$ cat src/rtl/alu_issue_stage_pkg.sv
// Shared ALU control codes, ALUOp/Funct encodings and forwarding selects
// used by the issue stage and the control decoder.
package alu_issue_stage_pkg;

    localparam logic [2:0] CTL_AND = 3'b000;
    localparam logic [2:0] CTL_OR  = 3'b001;
    localparam logic [2:0] CTL_ADD = 3'b010;
    localparam logic [2:0] CTL_SLT = 3'b011;
    localparam logic [2:0] CTL_SUB = 3'b110;
    localparam logic [2:0] CTL_SRL = 3'b111;

    localparam logic [1:0] ALUOP_MEM   = 2'b00;
    localparam logic [1:0] ALUOP_BR    = 2'b01;
    localparam logic [1:0] ALUOP_RTYPE = 2'b10;
    localparam logic [1:0] ALUOP_ORI   = 2'b11;

    localparam logic [5:0] FUNCT_ADD = 6'b100000;
    localparam logic [5:0] FUNCT_SUB = 6'b100010;
    localparam logic [5:0] FUNCT_AND = 6'b100100;
    localparam logic [5:0] FUNCT_OR  = 6'b100101;
    localparam logic [5:0] FUNCT_SLT = 6'b101010;
    localparam logic [5:0] FUNCT_SRL = 6'b000010;

    localparam logic [1:0] FWD_REG     = 2'b00;
    localparam logic [1:0] FWD_MEM     = 2'b01;
    localparam logic [1:0] FWD_WB      = 2'b10;
    localparam logic [1:0] FWD_REG_ALT = 2'b11;

endpackage

$ cat src/rtl/alu_issue_stage_ctl_decode.sv
// Combinational ALUOp/Funct to ALU control decode; flags unsupported R-type
// functions while falling back to add so the ALU still sees a defined code.
module alu_ctl_decode
    import alu_issue_stage_pkg::*;
(
    input  logic [1:0] i_alu_op,
    input  logic [5:0] i_funct,
    output logic [2:0] o_ctl,
    output logic       o_illegal
);

    always_comb begin
        o_ctl     = CTL_ADD;
        o_illegal = 1'b0;
        case (i_alu_op)
            ALUOP_MEM: o_ctl = CTL_ADD;
            ALUOP_BR:  o_ctl = CTL_SUB;
            ALUOP_ORI: o_ctl = CTL_OR;
            default: begin
                case (i_funct)
                    FUNCT_ADD: o_ctl = CTL_ADD;
                    FUNCT_SUB: o_ctl = CTL_SUB;
                    FUNCT_AND: o_ctl = CTL_AND;
                    FUNCT_OR:  o_ctl = CTL_OR;
                    FUNCT_SLT: o_ctl = CTL_SLT;
                    FUNCT_SRL: o_ctl = CTL_SRL;
                    default: begin
                        o_ctl     = CTL_ADD;
                        o_illegal = 1'b1;
                    end
                endcase
            end
        endcase
    end

endmodule

$ cat src/rtl/alu_issue_stage.sv
// ID/EX issue register: decodes ALU control, forwards operands, applies the
// immediate select and presents a registered valid/ready interface to the ALU.
module alu_issue_stage
    import alu_issue_stage_pkg::*;
#(
    parameter int WIDTH = 32,
    parameter int CNT_W = 32
) (
    input  logic             clk,
    input  logic             rst,
    input  logic             InValid,
    output logic             InReady,
    input  logic [1:0]       ALUOp,
    input  logic [5:0]       Funct,
    input  logic [4:0]       ShamtIn,
    input  logic [WIDTH-1:0] RsData,
    input  logic [WIDTH-1:0] RtData,
    input  logic [WIDTH-1:0] Imm,
    input  logic             ALUSrc,
    input  logic [1:0]       ForwardA,
    input  logic [1:0]       ForwardB,
    input  logic [WIDTH-1:0] MemResult,
    input  logic [WIDTH-1:0] WbResult,
    input  logic             Flush,
    output logic             OutValid,
    input  logic             OutReady,
    output logic [2:0]       Ctl,
    output logic [4:0]       Shamt,
    output logic [WIDTH-1:0] DataA,
    output logic [WIDTH-1:0] DataB,
    output logic             Illegal,
    output logic [CNT_W-1:0] IssueCount
);

    logic             r_valid;
    logic [2:0]       r_ctl;
    logic [4:0]       r_shamt;
    logic [WIDTH-1:0] r_data_a;
    logic [WIDTH-1:0] r_data_b;
    logic             r_illegal;
    logic [CNT_W-1:0] r_count;

    logic [2:0]       w_ctl;
    logic             w_illegal;
    logic [WIDTH-1:0] w_op_a;
    logic [WIDTH-1:0] w_fwd_b;
    logic [WIDTH-1:0] w_op_b;
    logic             w_load;
    logic             w_xfer;

    alu_ctl_decode u_ctl_decode (
        .i_alu_op  (ALUOp),
        .i_funct   (Funct),
        .o_ctl     (w_ctl),
        .o_illegal (w_illegal)
    );

    always_comb begin
        w_op_a = RsData;
        case (ForwardA)
            FWD_MEM: w_op_a = MemResult;
            FWD_WB:  w_op_a = WbResult;
            default: w_op_a = RsData;
        endcase
    end

    // Forwarding resolves first so a forwarded rt never overrides an immediate.
    always_comb begin
        w_fwd_b = RtData;
        case (ForwardB)
            FWD_MEM: w_fwd_b = MemResult;
            FWD_WB:  w_fwd_b = WbResult;
            default: w_fwd_b = RtData;
        endcase
    end

    assign w_op_b  = ALUSrc ? Imm : w_fwd_b;
    assign InReady = !r_valid | OutReady;
    assign w_load  = InValid & InReady & !Flush;
    assign w_xfer  = r_valid & OutReady;

    always_ff @(posedge clk) begin
        if (rst) begin
            r_valid   <= 1'b0;
            r_ctl     <= 3'b000;
            r_shamt   <= '0;
            r_data_a  <= '0;
            r_data_b  <= '0;
            r_illegal <= 1'b0;
            r_count   <= '0;
        end else begin
            if (w_xfer)
                r_count <= r_count + 1'b1;

            // Flush wins over both load and hold; data regs keep their last value.
            if (Flush) begin
                r_valid <= 1'b0;
            end else if (w_load) begin
                r_valid   <= 1'b1;
                r_ctl     <= w_ctl;
                r_shamt   <= ShamtIn;
                r_data_a  <= w_op_a;
                r_data_b  <= w_op_b;
                r_illegal <= w_illegal;
            end else if (w_xfer) begin
                r_valid <= 1'b0;
            end
        end
    end

    assign OutValid   = r_valid;
    assign Ctl        = r_ctl;
    assign Shamt      = r_shamt;
    assign DataA      = r_data_a;
    assign DataB      = r_data_b;
    assign Illegal    = r_illegal;
    assign IssueCount = r_count;

endmodule

$ cat config.mk
export PLATFORM = sky130hd
export DESIGN_NAME = alu_issue_stage
export DESIGN_NICKNAME = d
export VERILOG_FILES = /design/src/rtl/alu_issue_stage_pkg.sv /design/src/rtl/alu_issue_stage_ctl_decode.sv /design/src/rtl/alu_issue_stage.sv
export SDC_FILE = /design/constraint.sdc
export NUM_CORES = 1
export LEC_CHECK = 0
export ABC_AREA = 1
export CELL_PAD_IN_SITES_DETAIL_PLACEMENT = 1
export CELL_PAD_IN_SITES_GLOBAL_PLACEMENT = 1
export CORE_MARGIN = 1
export CORE_UTILIZATION = 28
export CTS_BUF_LIST = sky130_fd_sc_hd__clkbuf_2
export CTS_CLUSTER_DIAMETER = 120
export DETAILED_ROUTE_END_ITERATION = 16
export PLACE_DENSITY_LB_ADDON = 0.1
export SYNTH_ARGS = -nofsm -noshare
export SYNTH_HDL_FRONTEND = slang
export SYNTH_SLANG_ARGS = --single-unit
$ cat constraint.sdc
create_clock -name clk -period 2.2 [get_ports clk]
set_input_delay 0.66 -clock clk [delete_from_list [all_inputs] [get_ports clk]]
set_output_delay 0.66 -clock clk [all_outputs]
set_load 0.05 [all_outputs]
* Word level (Yosys, flattened, before mapping)
Cells that the tools add are included.
** Storage, ports and cells
- Register bits :: 106
- Bits of input ports :: 183
- Output and inout port bits :: 107
- Logic and storage cells :: 42
** Operators by class
- $add $sub $neg :: 1
- Equal/unequal tests :: 12
- Multiplexer cells :: 9
- Bitwise operators :: 5
- Reductions and logical operators :: 8
** Operators with widths (count)
- one-hot mux 32 bit (2 select lines) :: 2
- adder 32 x 1 -> 32 bit, second input constant :: 1
- two-way mux 32 bit :: 1
- equality test 6 bit, second input constant :: 5
- one-hot mux 3 bit (5 select lines) :: 1
- one-hot mux 3 bit (3 select lines) :: 1
- equality test 2 x 1 -> 1 bit, second input constant :: 3
- equality test 2 bit, second input constant :: 3
- equality test 6 x 2 -> 1 bit, second input constant :: 1
- OR reduction 6 bit :: 1
- two-way mux 1 bit :: 4
- bitwise AND 1 bit :: 3
- OR reduction 3 bit :: 1
- logical NOT 1 bit :: 2
- logical NOT 2 bit :: 1
- AND reduction 2 bit :: 1
- nonzero test 2 bit :: 1
- OR reduction 2 bit :: 1
- NOT 1 bit :: 1
- OR 1 bit :: 1

* Depth between registers and ports, before layout
Gate-level depths: netlist of run 1.
- Depth in word-level cells :: 5
- Mapped depth :: 9
- Gate-level depth less buffers :: 9

* By module
A second synthesis of run 1 with hierarchy kept.
** Second synthesis, totals
- Cells, all modules :: 912
- Area, all modules :: 5979.5 sq um
** Modules (own cells, without submodules)
- alu_issue_stage :: instances 1, cells each 880, area each 5835.6 sq um, sequential area each 2122.0 sq um
- alu_ctl_decode :: instances 1, cells each 32, area each 143.9 sq um, sequential area each 0.0 sq um

* Worst setup path before layout of run 1
Ideal clock, no wire load.
- Path kind :: reg2reg
- Start point :: reg r_valid, in the netlist OutValid
- End point :: reg r_data_a[10], in the netlist DataA[10]
- Setup time :: 70 ps
- Data arrival time :: 1882 ps
- Required time :: 2130 ps
- Slack :: 248 ps
- Cell stages (with the launch flop) :: 7
- Path buffers :: 2
- Clock period less this slack :: 1952 ps
- Cells stage by stage :: dfxtp_1 nand2_1 nand3_2 buf_2 buf_2 a21oi_1 a21oi_1
** Between the ends
- Cells in the longest elaborated chain, start to end :: 5
** RTL lines
- from (decl) :: RTL line alu_issue_stage.sv:35 : logic r_valid;
- from (signal assigned) :: RTL line alu_issue_stage.sv:84 : r_valid <= 1'b0;
- from (signal assigned) :: RTL line alu_issue_stage.sv:97 : r_valid <= 1'b0;
- from (signal assigned) :: RTL line alu_issue_stage.sv:99 : r_valid <= 1'b1;
- logical NOT 1 bit :: RTL line alu_issue_stage.sv:78 : assign InReady = !r_valid | OutReady;
- OR 1 bit :: RTL line alu_issue_stage.sv:78
- via InReady :: RTL line alu_issue_stage.sv:12 : output logic InReady,
- bitwise AND 1 bit (2 in series) :: RTL line alu_issue_stage.sv:79 : assign w_load = InValid & InReady & !Flush;
- AND reduction 2 bit (no source line)
- to (signal assigned) :: RTL line alu_issue_stage.sv:102 : r_data_a <= w_op_a;
- to (decl) :: RTL line alu_issue_stage.sv:38 : logic [WIDTH-1:0] r_data_a;
The timed path passes the listed nets, and every way through them passes these cells.
A chain may end at the register's enable or synchronous reset.

* Worst setup path after layout of run 1
- Start point :: reg r_data_a[2], in the netlist DataA[2]
- End point :: out DataA[2]
** RTL lines
- to (decl) :: RTL line alu_issue_stage.sv:29 : output logic [WIDTH-1:0] DataA,
No word-level cell between the ends.

==> impl_metrics.py, run 1 <==
metrics = {
    "logic_synthesis": {
        "synthDistinctLibCells": 30,
        "async_reset_ff_frac": 0,
        "synth_seq_area_share": 0.3582,
        "synth_cells": 916,
        "yosysMostFrequentCell": "sky130_fd_sc_hd__a21oi_1",
        "synth_ff_type": "sky130_fd_sc_hd__dfxtp_1",
        "synth_commonest_cells": "163 x sky130_fd_sc_hd__a21oi_1, 141 x sky130_fd_sc_hd__nand2_1, 136 x sky130_fd_sc_hd__inv_1",
        "syn_nets": 1104,
        "synthesis.area_um2": 5924,
        "number_of_synthesized_flops_with_an_enable_pin": 0,
        "synth_top_cell_by_area": "sky130_fd_sc_hd__dfxtp_1",
        "synth.avg_cell_area_um2": 6.468,
        "synth_warnings": 0,
        "post_synth_main_area_contributors": "sky130_fd_sc_hd__dfxtp_1 36%, sky130_fd_sc_hd__a21oi_1 14%, sky130_fd_sc_hd__nand2_1 8.9%, sky130_fd_sc_hd__inv_1 8.6%, sky130_fd_sc_hd__o21ai_0 7.4%",
        "ys_seq_elements": 106,
        "synth_largest_type_area_fraction": 0.3582,
    },
    "die": {
        "dieWidth_um": 147.5,
        "design.die.area_um2": 21740,
        "std_cell_rows": 52,
        "core_region_area_um2": 20490,
        "initial_core_util": 0.2891,
        "die_h_um": 147.5,
        "ios": 290,
    },
    "setup_path": {
        "required_ns": 1.54,
        "worst-endpoint-arrival_ns": 1.46,
        "setup.worst_path.class": "reg -> out",
        "worstSetupPathDepth": 1,
        "critical_path_peak_fanout": 2,
        "timing.critical_path.cells": "clkdlybuf4s15_2",
        "critPathCapture": "DataA[2]",
        "critical_path.slowest_cell": "sky130_fd_sc_hd__dfxtp_1",
        "cp-end-kind": "output pin",
        "critPathLaunch": "DataA[2]",
        "worst_r2r_startpoint": "IssueCount[1]",
        "timing.critical_path.max_delay_family": "flip-flops",
        "worst_r2r_endpoint": "IssueCount[28]",
        "largest_incremental_delay_on_the_critical_path_ns": 0.43,
        "r2r_setup_slk_ns": 0.53,
        "ff2ff_path_depth": 8,
        "critical_path_buf_inv_count": 1,
        "timing.critical_path.from_type": "flop",
    },
    "place": {
        "port_buffers": 289,
        "routabilityCongestion": 0.9077,
        "dp.final_hpwl_mm": 21.13,
    },
    "cells_and_area": {
        "final_layout_size_suffix_gt1_frac": 0.1528,
        "synthToLayoutAreaGrowth_pct": 57.70,
        "filler_cell_count": 2700,
        "design.final.nets": 1387,
        "fin_util": 0.4559,
    },
    "clock_tree": {
        "cts.reportedPaths.clkPinSlew_ns": 0.36,
        "clock_insertion_delay_worst_skew_ns": 0.65,
        "clock_tree.buffer_depth": 2,
        "cts_root_buffer": "sky130_fd_sc_hd__clkbuf_2",
        "tritoncts": "done",
        "cts-buffers-inserted": 9,
        "cts_max_level": 3,
        "cts_sinks": 106,
    },
    "timing": {
        "report.final.setup_viol": 0,
        "post_layout_min_period_ns": 2.118,
        "tightest_slew_ns": 0.4440,
        "fin_clk_skew_ns": 0.04838,
        "fmax_achieved_mhz": 472.3,
        "timing.hold.ws_ns": 0.4686,
        "timing_hold_violations_final": 0,
        "slew_headroom": 0.7040,
        "final_slew_violations": 0,
        "fin_crit_sh": 0.9625,
    },
    "pwr": {
        "power.density_nw_per_um2": 485.2,
        "power.ir.vdd_worst_uv": 241.5,
        "total_leakage_power_nw": 3.945,
    },
    "global_routing": {
        "grt_max_degree": 48,
        "grt_pass1_wl_mm": 41.49,
        "grt_pass1_vias": 7537,
        "grt_use_total": 0.2498,
        "grt_antenna_before_repair": 7,
        "globalRoute.totalOverflow": 0,
    },
    "outcome": {
        "run_status": "completed",
    },
    "routing": {
        "routed_wire_length_per_instance_um": 18.38,
        "drcViolationCount": 0,
        "first_iter_violations": 218,
        "via_count": 7297,
        "wl_mm": 27.20,
        "route.detailed.vias_per_inst": 4.930,
        "antenna_violating_nets_post_route": 0,
        "drt_first_pass_iters": 4,
    },
    "hold_path": {
        "timing.hold.worst.class": "in -> reg",
    },
    "flow_run": {
        "max_cap_violations": 0,
    },
}
-- metal layers --
metal	vias to the layer above	global-route usage	part of all wire
met3	37	0.06235	0.067
met1	3419	0.2753	0.39
met5	-	0	0.00040
li1	3616	-	-
met2	223	0.4564	0.51
met4	2	0.09897	0.028
-- kinds of logic after synthesis --
logic type / Yosys count / synth area share
buf+inv: 196 / 0.1276
flops: 106 / 0.3582
xor+xnor: 7 / 0.01035
simple gates: 257 / 0.1791
compound gates: 345 / 0.3143
fa+ha+maj: 5 / 0.01056
-- metrics by stage --
step	TNS, ns	setup WS [ns]	power [mW]	area, um2	std cells
3_3_place_gp	-0.1301	-0.05466	3.623	9240	1457
6_report	0	0.08248	4.533	9343	1480
3_5_place_dp	-1.494	-0.1141	3.637	9240	1457
2_1_floorplan	0	0.2483	2.867	5924	916
5_1_grt	-0.00001943	-0.00001943	4.774	9338	1478
4_1_cts	0	0.001565	4.601	9387	1474
-- flip-flops by register name, indices dropped and copies added (netlist names) --
register and count:
DataA 32, DataB 32, IssueCount 32, Shamt 5, Ctl 3, Illegal 1
OutValid 1
-- where the power goes --
group / internal, mW / switching (mW)
clock: 0.174 / 0.777
sequential: 2.02 / 0.0519
combinational: 0.642 / 0.865
total: 2.84 / 1.69
-- repair_timing --
action / CTS / global route
setup buffers: 1 / 0
setup endpoints to repair: 43 / 15
gates resized for setup: 135 / 24
hold buffers: 0 / 0
-- worst min path at each step --
stage	from	slack, ns	cells after the start	to
CTS	ALUSrc	0.42	4	DataB[4]
global route	ALUSrc	0.46	4	DataB[4]
floorplan	Ctl[0]	0.69	2	Ctl[0]
finish	ALUSrc	0.47	4	DataB[4]
detailed placement	Ctl[0]	0.47	2	Ctl[0]
global placement	Ctl[0]	0.45	2	Ctl[0]
-- cell usage in the layout, fill, tap and decap left out, types with 4 or more instances in the layout --
master,instances
sky130_fd_sc_hd__nand2_1,140
sky130_fd_sc_hd__nor2_1,78
sky130_fd_sc_hd__buf_4,91
sky130_fd_sc_hd__o22ai_1,64
sky130_fd_sc_hd__clkdlybuf4s50_1,180
sky130_fd_sc_hd__nand3_1,16
sky130_fd_sc_hd__dfxtp_1,103
sky130_fd_sc_hd__ha_1,4
sky130_fd_sc_hd__buf_2,14
sky130_fd_sc_hd__nor2_2,4
sky130_fd_sc_hd__buf_12,15
sky130_fd_sc_hd__clkbuf_2,9
sky130_fd_sc_hd__a21oi_1,163
sky130_fd_sc_hd__diode_2,6
sky130_fd_sc_hd__inv_1,135
sky130_fd_sc_hd__xor2_1,6
sky130_fd_sc_hd__o21ai_0,88
sky130_fd_sc_hd__nor3_1,6
sky130_fd_sc_hd__o21ai_1,9
sky130_fd_sc_hd__o211ai_1,17
sky130_fd_sc_hd__clkdlybuf4s15_2,27
-- layout make-up --
class	count	area, um2	area share
repair buffers	330	3188	0.3412
inverters	138	518.0	0.05544
clock inverters	7	61.31	0.006562
diodes	6	15.01	0.001607
clock buffers	9	45.04	0.004821
flip-flops and latches	106	2126	0.2275
multi-input cells	614	3052	0.3266
well taps	270	337.8	0.03616
(Power assumes the default switching activity.)
==> inputs of run 2 (changes only) <==
--- a/config.mk
+++ b/config.mk
@@ -11,7 +11,7 @@
 export CORE_MARGIN = 1
 export CORE_UTILIZATION = 28
 export CTS_BUF_LIST = sky130_fd_sc_hd__clkbuf_2
-export CTS_CLUSTER_DIAMETER = 120
+export CTS_CLUSTER_DIAMETER = 150
 export DETAILED_ROUTE_END_ITERATION = 16
 export PLACE_DENSITY_LB_ADDON = 0.1
 export SYNTH_ARGS = -nofsm -noshare
==> results of run 2 <==
Final layout, timing and power as in run 1 (identical DEF).
==> inputs of run 3 (changes only) <==
--- a/config.mk
+++ b/config.mk
@@ -9,7 +9,7 @@
 export CELL_PAD_IN_SITES_DETAIL_PLACEMENT = 1
 export CELL_PAD_IN_SITES_GLOBAL_PLACEMENT = 1
 export CORE_MARGIN = 1
-export CORE_UTILIZATION = 28
+export CORE_UTILIZATION = 30
 export CTS_BUF_LIST = sky130_fd_sc_hd__clkbuf_2
 export CTS_CLUSTER_DIAMETER = 150
 export DETAILED_ROUTE_END_ITERATION = 16
==> constraint.sdc (replaced) <==
create_clock -name clk -period 2.6 [get_ports clk]
set_input_delay 0.78 -clock clk [delete_from_list [all_inputs] [get_ports clk]]
set_output_delay 0.78 -clock clk [all_outputs]
set_load 0.05 [all_outputs]
==> run 3 against run 2 <==
Against the previous run:
- worst setup slack gained 0.026 ns
- count of clock-buffer cells in the layout unchanged
- global-route usage up 0.81 points
- via count fell by 2.1%
- critical endpoint is now InReady
- largest cell class is now multi-input gates
- largest power group unchanged
- highest routed layer unchanged
==> impl_metrics.py, run 3 (synthesis gave the netlist of run 1 again) <==
metrics = {
    "outcome": {
        "run_status": "completed",
    },
    "die": {
        "ios": 290,
        "core_region_area_um2": 19400,
        "design.die.area_um2": 20310,
        "initial_core_util": 0.3054,
        "dieWidth_um": 142.5,
        "die_h_um": 142.5,
        "std_cell_rows": 51,
    },
    "cells_and_area": {
        "filler_cell_count": 2591,
        "synthToLayoutAreaGrowth_pct": 54.57,
        "register_cell_area_after_layout_um2": 2122,
        "fin_util": 0.4721,
        "multiInputGateArea_um2": 3057,
        "commonest_non_fill_non_tap_cell_in_the_layout": "sky130_fd_sc_hd__clkdlybuf4s50_1",
        "final_design_area_no_fill_um2": 9158,
        "final_layout_size_suffix_gt1_frac": 0.04561,
        "mostFrequentLayoutCells": "181 x sky130_fd_sc_hd__clkdlybuf4s50_1, 163 x sky130_fd_sc_hd__a21oi_1, 141 x sky130_fd_sc_hd__nand2_1, 135 x sky130_fd_sc_hd__inv_1, 106 x sky130_fd_sc_hd__dfxtp_1",
        "final-instance-count-excl-fill": 1451,
        "design.final.nets": 1367,
    },
    "global_routing": {
        "grt_antenna_before_repair": 4,
        "groute.layer.met3.usage": 0.07268,
        "grt_pass1_vias": 7297,
        "globalRoute.totalOverflow": 0,
        "grt_met1_use": 0.2719,
        "grt_pass1_wl_mm": 39.50,
        "grt_max_degree": 66,
        "use_met2": 0.4886,
        "grt_most_used_layer": "met2",
        "grt_use_total": 0.2579,
    },
    "timing": {
        "report.final.setup_viol": 0,
        "final_slew_violations": 0,
        "slew_headroom": 0.5901,
        "post_layout_min_period_ns": 2.492,
        "fin_crit_sh": 0.9583,
        "fin_clk_skew_ns": 0.03383,
        "fmax_achieved_mhz": 401.3,
        "timing.setup.tns_ns": 0,
        "timing.hold.ws_ns": 0.4830,
        "tightest_slew_ns": 0.6110,
        "setup_ws_ns": 0.1084,
        "grt_setup_unrepaired": "no",
        "timing_hold_violations_final": 0,
    },
    "routing": {
        "drt_first_pass_iters": 5,
        "antenna_violating_nets_post_route": 0,
        "first_iter_violations": 270,
        "via_count": 7147,
        "wl_mm": 25.98,
        "route.detailed.vias_per_inst": 4.926,
        "drcViolationCount": 0,
        "routed_wire_length_per_instance_um": 17.90,
    },
    "setup_path": {
        "ff2ff_path_depth": 8,
        "critical_path.slowest_cell": "sky130_fd_sc_hd__clkdlybuf4s50_1",
        "timing.critical_path.from_type": "input port",
        "r2r_setup_slk_ns": 0.77,
        "worst_r2r_startpoint": "IssueCount[0]",
        "required_ns": 1.82,
        "worst-endpoint-arrival_ns": 1.71,
        "worst_r2r_endpoint": "IssueCount[14]",
        "largest_incremental_delay_on_the_critical_path_ns": 0.53,
        "setup.worst_path.class": "in -> out",
        "timing.critical_path.cells": "clkdlybuf4s50_1, inv_1, nand2_1, buf_12",
        "cp-end-kind": "output pin",
        "critical_path_peak_fanout": 4,
    },
    "place": {
        "routabilityCongestion": 0.8840,
        "dp.final_hpwl_mm": 19.97,
        "port_buffers": 289,
        "dpl-instance-area_um2": 9184,
        "place_inst": 1433,
        "pre_cts_slack_ns": 0.1097,
    },
    "clock_tree": {
        "tritoncts": "done",
        "cts_sinks": 106,
        "count_of_hold_buffers_inserted_by_post_cts_repair": 0,
        "clock_insertion_delay_worst_skew_ns": 0.64,
        "clock_tree.buffer_depth": 2,
        "cts.reportedPaths.clkPinSlew_ns": 0.32,
        "cts.repair_timing.setup_buffer_count": 0,
        "cts_max_level": 3,
        "cts_root_buffer": "sky130_fd_sc_hd__clkbuf_2",
        "cts-buffers-inserted": 9,
    },
    "pwr": {
        "psw_mw": 1.388,
        "clkPwrFrac": 0.206,
        "power.ir.vdd_worst_uv": 195.5,
        "power_frac_seq": 0.470,
        "power.density_nw_per_um2": 406.7,
        "p_int_mw": 2.336,
        "power_switching_share": 0.3727,
        "share_comb_of_total_power": 0.325,
        "total_leakage_power_nw": 4.081,
        "power_mw": 3.724,
    },
    "hold_path": {
        "hold-path-cell-count": 2,
        "holdPathEnd": "Ctl[0]",
        "timing.hold.worst.class": "reg -> reg",
        "hold_path.startpoint": "Ctl[0]",
    },
    "flow_run": {
        "max_cap_violations": 0,
    },
}
==> run 3: how the worst max path moves through the flow <==
stage | start | to | slack [ns]
after floorplan | OutReady | Illegal | 0.62
after global placement | OutReady | InReady | 0.12
after detailed placement | OutReady | InReady | 0.11
after CTS | IssueCount[18] | IssueCount[18] | 0.05
after global routing | IssueCount[18] | IssueCount[18] | 0.0001
final | OutReady | InReady | 0.11
==> run 3: cell type report <==
cell class | instances | area share
Clock inverter | 7 | 0.005875
Sequential cell | 106 | 0.2317
Tap cell | 265 | 0.03621
Timing Repair Buffer | 310 | 0.3304
Multi-Input combinational cell | 614 | 0.3338
Inverter | 138 | 0.05657
Antenna cell | 2 | 0.0005465
Clock buffer | 9 | 0.004919
==> run 3: repair_timing <==
action / CTS / global route
resized for setup: 106 / 2
endpoints found under the setup margin: 106 / 2
endpoints found under the hold margin: 0 / 0
==> run 3: power groups by stage <==
stage               registers (mW)  clock network [mW]  logic [mW]
floorplan                     2.05                   0       0.379
global placement              1.78                   0        1.26
detailed placement            1.78                   0        1.27
CTS                           1.75               0.802        1.22
global route                  1.76               0.856        1.30
finish                        1.75               0.766        1.21
==> run 3: worst max-delay path: cells and delay by family <==
kind	cells	cell delay [ns]
buffers and inverters	3	0.76
AND/OR/NAND/NOR	1	0.18
==> run 3: metal layers <==
metal	routed length (um)	vias to the layer above	part of all wire
li1	-	3563	-
met1	10040	3345	0.39
met2	13520	193	0.52
met3	1684	42	0.065
met4	706	4	0.027
met5	27	-	0.0010
